`src/rtl/vga_timing_pkg.sv`:
```
// Shared VGA timing constants, counter type and receiver FSM states.
// Used by both the sync receiver and the VGA generator.
package vga_timing_pkg;

  localparam int CNT_W = 12;

  localparam int VGA_H_SYNC   = 96;
  localparam int VGA_H_BP     = 48;
  localparam int VGA_H_ACTIVE = 640;
  localparam int VGA_H_TOTAL  = 800;

  localparam int VGA_V_SYNC   = 2;
  localparam int VGA_V_BP     = 33;
  localparam int VGA_V_ACTIVE = 480;
  localparam int VGA_V_TOTAL  = 525;

  localparam int VGA_LOCK_FRAMES = 2;

  typedef logic [CNT_W-1:0] cnt_t;

  typedef enum logic [1:0] {
    SEARCH,
    TRACK,
    LOCKED
  } sync_state_e;

  function automatic cnt_t sat_inc(input cnt_t c);
    return (c == '1) ? c : c + cnt_t'(1);
  endfunction

endpackage

```
`src/rtl/sync_fall_detect.sv`:
```
// Falling-edge detector for an active-low sync line.
// History only advances when i_en is high, so the line can be sampled on a strobe.
module sync_fall_detect (
  input  logic i_clk,
  input  logic i_rst,
  input  logic i_en,
  input  logic i_sync,
  output logic o_fall
);

  logic prev_q;
  logic prev_d;

  always_comb begin
    prev_d = i_en ? i_sync : prev_q;
  end

  always_ff @(posedge i_clk or posedge i_rst) begin
    if (i_rst) prev_q <= 1'b1;
    else       prev_q <= prev_d;
  end

  assign o_fall = i_en & prev_q & ~i_sync;

endmodule

```
`src/rtl/vga_sync_receiver.sv`:
```
// Recovers pixel coordinates from HSync/VSync and tracks lock to the
// expected line/frame timing.
module vga_sync_receiver
  import vga_timing_pkg::*;
#(
  parameter int H_SYNC_WIDTH = VGA_H_SYNC,
  parameter int H_BACK_PORCH = VGA_H_BP,
  parameter int WIDTH        = VGA_H_ACTIVE,
  parameter int H_TOTAL      = VGA_H_TOTAL,
  parameter int V_SYNC_WIDTH = VGA_V_SYNC,
  parameter int V_BACK_PORCH = VGA_V_BP,
  parameter int HEIGHT       = VGA_V_ACTIVE,
  parameter int V_TOTAL      = VGA_V_TOTAL,
  parameter int LOCK_FRAMES  = VGA_LOCK_FRAMES
) (
  input  logic        i_Clk,
  input  logic        i_Rst,
  input  logic        i_HSync,
  input  logic        i_VSync,
  output logic [11:0] o_x,
  output logic [11:0] o_y,
  output logic        o_valid,
  output logic        o_locked,
  output logic        o_frame_start,
  output logic        o_error
);

  localparam cnt_t H_LO   = cnt_t'(H_SYNC_WIDTH + H_BACK_PORCH);
  localparam cnt_t H_HI   = cnt_t'(H_SYNC_WIDTH + H_BACK_PORCH + WIDTH);
  localparam cnt_t H_LAST = cnt_t'(H_TOTAL - 1);
  localparam cnt_t H_END  = cnt_t'(H_TOTAL);
  localparam cnt_t V_LO   = cnt_t'(V_SYNC_WIDTH + V_BACK_PORCH);
  localparam cnt_t V_HI   = cnt_t'(V_SYNC_WIDTH + V_BACK_PORCH + HEIGHT);
  localparam cnt_t V_LAST = cnt_t'(V_TOTAL - 1);
  localparam cnt_t V_END  = cnt_t'(V_TOTAL);
  localparam logic [7:0] LOCK_N = 8'(LOCK_FRAMES);

  logic        hfe;
  logic        vfe;
  cnt_t        h_q, h_d;
  cnt_t        v_q, v_d;
  logic        line_err;
  logic        frame_err;
  logic        err;
  logic        h_act;
  logic        v_act;
  logic        valid_q, valid_d;
  cnt_t        x_q, x_d;
  cnt_t        y_q, y_d;
  logic        fs_q, fs_d;
  logic        err_q;
  logic [7:0]  good_q;
  sync_state_e state_q;

  sync_fall_detect u_hs (
    .i_clk  (i_Clk),
    .i_rst  (i_Rst),
    .i_en   (1'b1),
    .i_sync (i_HSync),
    .o_fall (hfe)
  );

  // VSync is only looked at on line boundaries
  sync_fall_detect u_vs (
    .i_clk  (i_Clk),
    .i_rst  (i_Rst),
    .i_en   (hfe),
    .i_sync (i_VSync),
    .o_fall (vfe)
  );

  always_comb begin
    h_d = hfe ? '0 : sat_inc(h_q);
    v_d = v_q;
    if (vfe)      v_d = '0;
    else if (hfe) v_d = sat_inc(v_q);
    line_err  = hfe ? (h_q != H_LAST) : (h_d == H_END);
    frame_err = vfe ? (v_q != V_LAST) : (hfe && (v_d == V_END));
    err       = line_err | frame_err;
    h_act     = (h_d >= H_LO) && (h_d < H_HI);
    v_act     = (v_d >= V_LO) && (v_d < V_HI);
    valid_d   = (state_q == LOCKED) && h_act && v_act;
    x_d       = valid_d ? h_d - H_LO : '0;
    y_d       = valid_d ? v_d - V_LO : '0;
    fs_d      = valid_d && (x_d == '0) && (y_d == '0);
  end

  always_ff @(posedge i_Clk or posedge i_Rst) begin
    if (i_Rst) begin
      h_q     <= '0;
      v_q     <= '0;
      valid_q <= 1'b0;
      x_q     <= '0;
      y_q     <= '0;
      fs_q    <= 1'b0;
    end else begin
      h_q     <= h_d;
      v_q     <= v_d;
      valid_q <= valid_d;
      x_q     <= x_d;
      y_q     <= y_d;
      fs_q    <= fs_d;
    end
  end

  // Errors are ignored while searching; the first edges are arbitrary
  always_ff @(posedge i_Clk or posedge i_Rst) begin
    if (i_Rst) begin
      state_q <= SEARCH;
      good_q  <= '0;
      err_q   <= 1'b0;
    end else begin
      err_q <= 1'b0;
      unique case (state_q)
        SEARCH: begin
          if (vfe) begin
            state_q <= TRACK;
            good_q  <= '0;
          end
        end
        TRACK: begin
          if (err) begin
            state_q <= SEARCH;
            err_q   <= 1'b1;
          end else if (vfe) begin
            good_q <= good_q + 8'd1;
            if (good_q + 8'd1 == LOCK_N) state_q <= LOCKED;
          end
        end
        LOCKED: begin
          if (err) begin
            state_q <= SEARCH;
            err_q   <= 1'b1;
          end
        end
        default: state_q <= SEARCH;
      endcase
    end
  end

  assign o_x           = x_q;
  assign o_y           = y_q;
  assign o_valid       = valid_q;
  assign o_locked      = (state_q == LOCKED);
  assign o_frame_start = fs_q;
  assign o_error       = err_q;

endmodule

```
`config.mk`:
```
export PLATFORM = sky130hd
export DESIGN_NAME = vga_sync_receiver
export DESIGN_NICKNAME = d
export VERILOG_FILES = /design/src/rtl/vga_timing_pkg.sv /design/src/rtl/sync_fall_detect.sv /design/src/rtl/vga_sync_receiver.sv
export SDC_FILE = /design/constraint.sdc
export NUM_CORES = 1
export LEC_CHECK = 0
export CORE_ASPECT_RATIO = 1.1
export CORE_MARGIN = 2
export CORE_UTILIZATION = 50
export DETAILED_ROUTE_END_ITERATION = 7
export GPL_TIMING_DRIVEN = 0
export PLACE_DENSITY = 0.75
export REMOVE_ABC_BUFFERS = 1
export SLEW_MARGIN = 40
export SYNTH_ARGS = -nofsm -noshare
export SYNTH_HDL_FRONTEND = slang
export SYNTH_SLANG_ARGS = --single-unit
```
`constraint.sdc`:
```
create_clock -name i_Clk -period 3.9 [get_ports i_Clk]
set_input_delay 0.39 -clock i_Clk [delete_from_list [all_inputs] [get_ports i_Clk]]
set_output_delay 0.39 -clock i_Clk [all_outputs]
set_load 0.01 [all_outputs]
```
==> summary.md <==
| Metric | Value |
|---|---|
| Setup crit start kind | `input pin` |
| Final Hold Viols | `0` |
| CP bufs+invs | `1` |
| GP Congestion | `0.922` |
| Total power | `1.62 mW` |
| Via-to-Cell Ratio | `6.09` |
| WL per Instance | `16.5 um` |
| DRC | `0` |
| Cell taking the most area after synthesis | `dfrtp_1` |
| Fin nets | `459` |
| DPL Wire Length | `6560 um` |
| Placement Rows | `33` |
| Cell chain of the critical path | `clkdlybuf4s50_1 > nand2b_1 > nor2_2 > a211oi_2 > a2111oi_2 > a211oi_1 > or4_4 > nand4b_1 > nor4_2` |
| Critical Path End Type | `flip-flop` |
| Reg power frac | `46.4%` |
| Max Cap Viol | `0` |
| Top Ports | `32` |
| Yosys warnings | `0` |
| Initial core utilization | `51.8%` |
| Status | `complete, no violations` |
| Chip width | `88.1 um` |
| Commonest cells after routing, fill and taps aside | `61 x dfrtp_1, 42 x nor2_1, 31 x clkdlybuf4s50_1` |
| PnR worst setup slack | `0.286 ns` |
| Crit Path Class | `input pin to flip-flop` |
| Leakage | `1.97 nW` |
| Fillcell total | `686` |
| FMAX | `277 MHz` |
| Area Overhead vs Synth | `14.4%` |
| Post-CTS Resized | `1` |
| Slew margin rel. | `51.4%` |
| Clock skew | `0.00904 ns` |
| Post-CTS Setup Inserts | `0` |
| Mapped Area | `3890 sq um` |
| EDFF count, synth | `0` |
| Mapped Cells | `419` |
| Syn_area_per_cell | `9.29 sq um` |
| NetSw | `0.531 mW` |
| CP top delay family | `simple AND/OR/NAND/NOR gates` |
| Worst-path clk slew | `0.07 ns` |
| CP Data Required Time | `4.15 ns` |
| Post-route insts no fill | `551` |
| Largest stage delay, worst path | `0.65 ns` |
| WP data arrival | `3.87 ns` |
| Routed Antenna Nets | `0` |
| Peak fanout along the critical path | `22` |
| Clk_lat worst skew | `0.35 ns` |
| Number of global-route vias before repair | `3169` |
| CTS buffer count | `9` |
| Post-CTS Hold Buffers | `0` |
| RSZ-0062 raised after global routing | `no` |
| Die Y | `96.5 um` |
| WL final | `9100 um` |
| Pwr per Cell Area | `364 nW/um^2` |
| Register area share after synthesis | `40.6%` |
| Commonest non-fill, non-tap cell in the layout | `dfrtp_1` |
| Post-Place Cells | `536` |
| Sw frac | `32.8%` |
| Minimum clock period | `3.61 ns` |
| Share of cells above drive strength 1 | `10.3%` |
| DR vias | `3356` |
| Initial DRC Count | `196` |
| Setup_tns | `0 ns` |
| Final setup violation count | `0` |
| Clock tree buffer depth | `2` |
| N_diodes | `0` |
| Crit-path slowest cell | `nor2_2` |
| Depth of the CTS H-tree | `3` |
| Fin crit share | `92.7%` |
| Ranking of synthesized cells by area | `dfrtp_1 39%, ha_1 4.2%, nor2_1 4.1%` |
| Max-slew violation count | `0` |
| First-pass GRT wire length | `15100 um` |
| Post-synth ARST share | `100%` |
| Netlist cell types | `74` |
| Die Area | `8510 sq um` |
| Main synth FF type | `dfrtp_1` |
| Antenna violations before repair | `0` |
| P_int | `1.09 mW` |
| Hold WC Path Type | `input pin to asynchronous set/reset pin` |
| Pre-Repair DR Iteration Count | `5` |
| Clock share of power | `30.1%` |
| Hold slack | `0.376 ns` |
| CTS tree | `done` |
| Seq cells post-synth | `63` |
| Largest net degree at the start of global routing | `37` |
| Slew at the pin with the worst max-slew slack | `0.725 ns` |
| Clk root buf | `clkbuf_8` |
| Gr usage total | `23.2%` |
| Clock Sinks | `63` |
| Core ar. | `7510 sq um` |
| Combinational share of power | `23.4%` |
| Final global-route overflow total | `0` |
| Highest ir drop seen on vdd | `0.000219 V` |
| Synth top area share | `39.2%` |
| I/O Buffers | `31` |
| Dpl ws | `-0.470 ns` |
==> state kept, by name, summed over array words and instances (netlist names) <==
register       cells
good_q             8
h_q               12
o_error            1
o_frame_start      1
o_valid            1
o_x               12
o_y               12
state_q            2
u_hs.prev_q        1
u_vs.prev_q        1
v_q               12
==> cell type report <==
type	count	area [sq um]	area share [%]
Tap cell	105	131	2.95
Sequential cell	63	1580	35.5
Multi-Input combinational cell	318	2180	48.9
Inverter	18	70.1	1.57
Timing Repair Buffer	32	330	7.42
Clock inverter	4	22.5	0.506
Clock buffer	11	141	3.18
==> power by group through the flow <==
stage / clock, mW / sequential, mW / combinational (mW)
2_1_floorplan: 0 / 0.750 / 0.288
3_3_place_gp: 0 / 0.761 / 0.362
3_5_place_dp: 0 / 0.763 / 0.374
4_1_cts: 0.506 / 0.750 / 0.376
5_1_grt: 0.537 / 0.760 / 0.426
6_report: 0.488 / 0.752 / 0.379
==> worst paths after layout <==
kind,start,to,slack [ns],cells past startpoint
max,i_HSync,o_frame_start,0.29,9
min,i_Rst,o_x[4],0.38,2
max reg2reg,v_q[0],o_frame_start,0.30,12
min reg2reg,u_vs.prev_q,u_vs.prev_q,0.48,2
max in group asynchronous,i_Rst,u_hs.prev_q,2.95,3
min in group i_Clk,u_vs.prev_q,u_vs.prev_q,0.48,2
==> cell families (layout without fill, tap and decap cells) <==
logic type	count (synthesis)	after routing	synth area share [%]
AO/OA/AOI/OAI	105	105	20.2
flip-flops	63	63	40.6
buffers and inverters	38	65	4.50
adder cells (fa/ha/maj)	13	13	4.18
other	1	1	0.0963
XOR/XNOR	14	14	3.15
AND/OR/NAND/NOR	182	182	26.6
multiplexers	3	3	0.804
==> through the flow <==
step	area, sq um	util, %
after floorplan	3780	-
after global placement	4230	56.2
after detailed placement	4250	56.6
after CTS	4420	58.9
after global routing	4450	59.3
final	4450	59.3
==> synth_stat cells, drive strengths merged (3+ instances only) <==
cell type / count
a21o: 3
nor3: 18
a31o: 3
clkbuf: 8
a41o: 4
a31oi: 11
nand4: 9
o21ai: 22
or4: 5
nand3: 21
nand2: 25
xor2: 6
and2: 9
o41ai: 4
nor2b: 5
and3: 14
inv: 18
o211ai: 4
a41oi: 4
o21a: 4
nand4b: 3
nor2: 43
xnor2: 8
nor4: 10
nand3b: 3
a211oi: 9
buf: 12
and4: 3
a21oi: 19
or3: 5
dfrtp: 61
ha: 13
==> worst reg2reg max path: stages (launching register included) <==
cell      delay [ns]
dfrtp_1         0.41
ha_1            0.33
and3_1          0.28
nand4_1         0.22
o21ai_0         0.35
mux2_2          0.27
ha_1            0.26
nor3_1          0.10
nand3_1         0.13
a21oi_1         0.09
or4_4           0.68
nand4b_1        0.25
nor4_2          0.15
==> layer usage <==
layer,GRT usage [%],up-vias,routed length (um)
li1,-,1611,-
met1,29.7,1618,3940
met2,38.8,114,4590
met3,4.59,13,427
met4,8.96,0,136
met5,0,-,0
No activity file was read; power rests on OpenSTA's default activity.
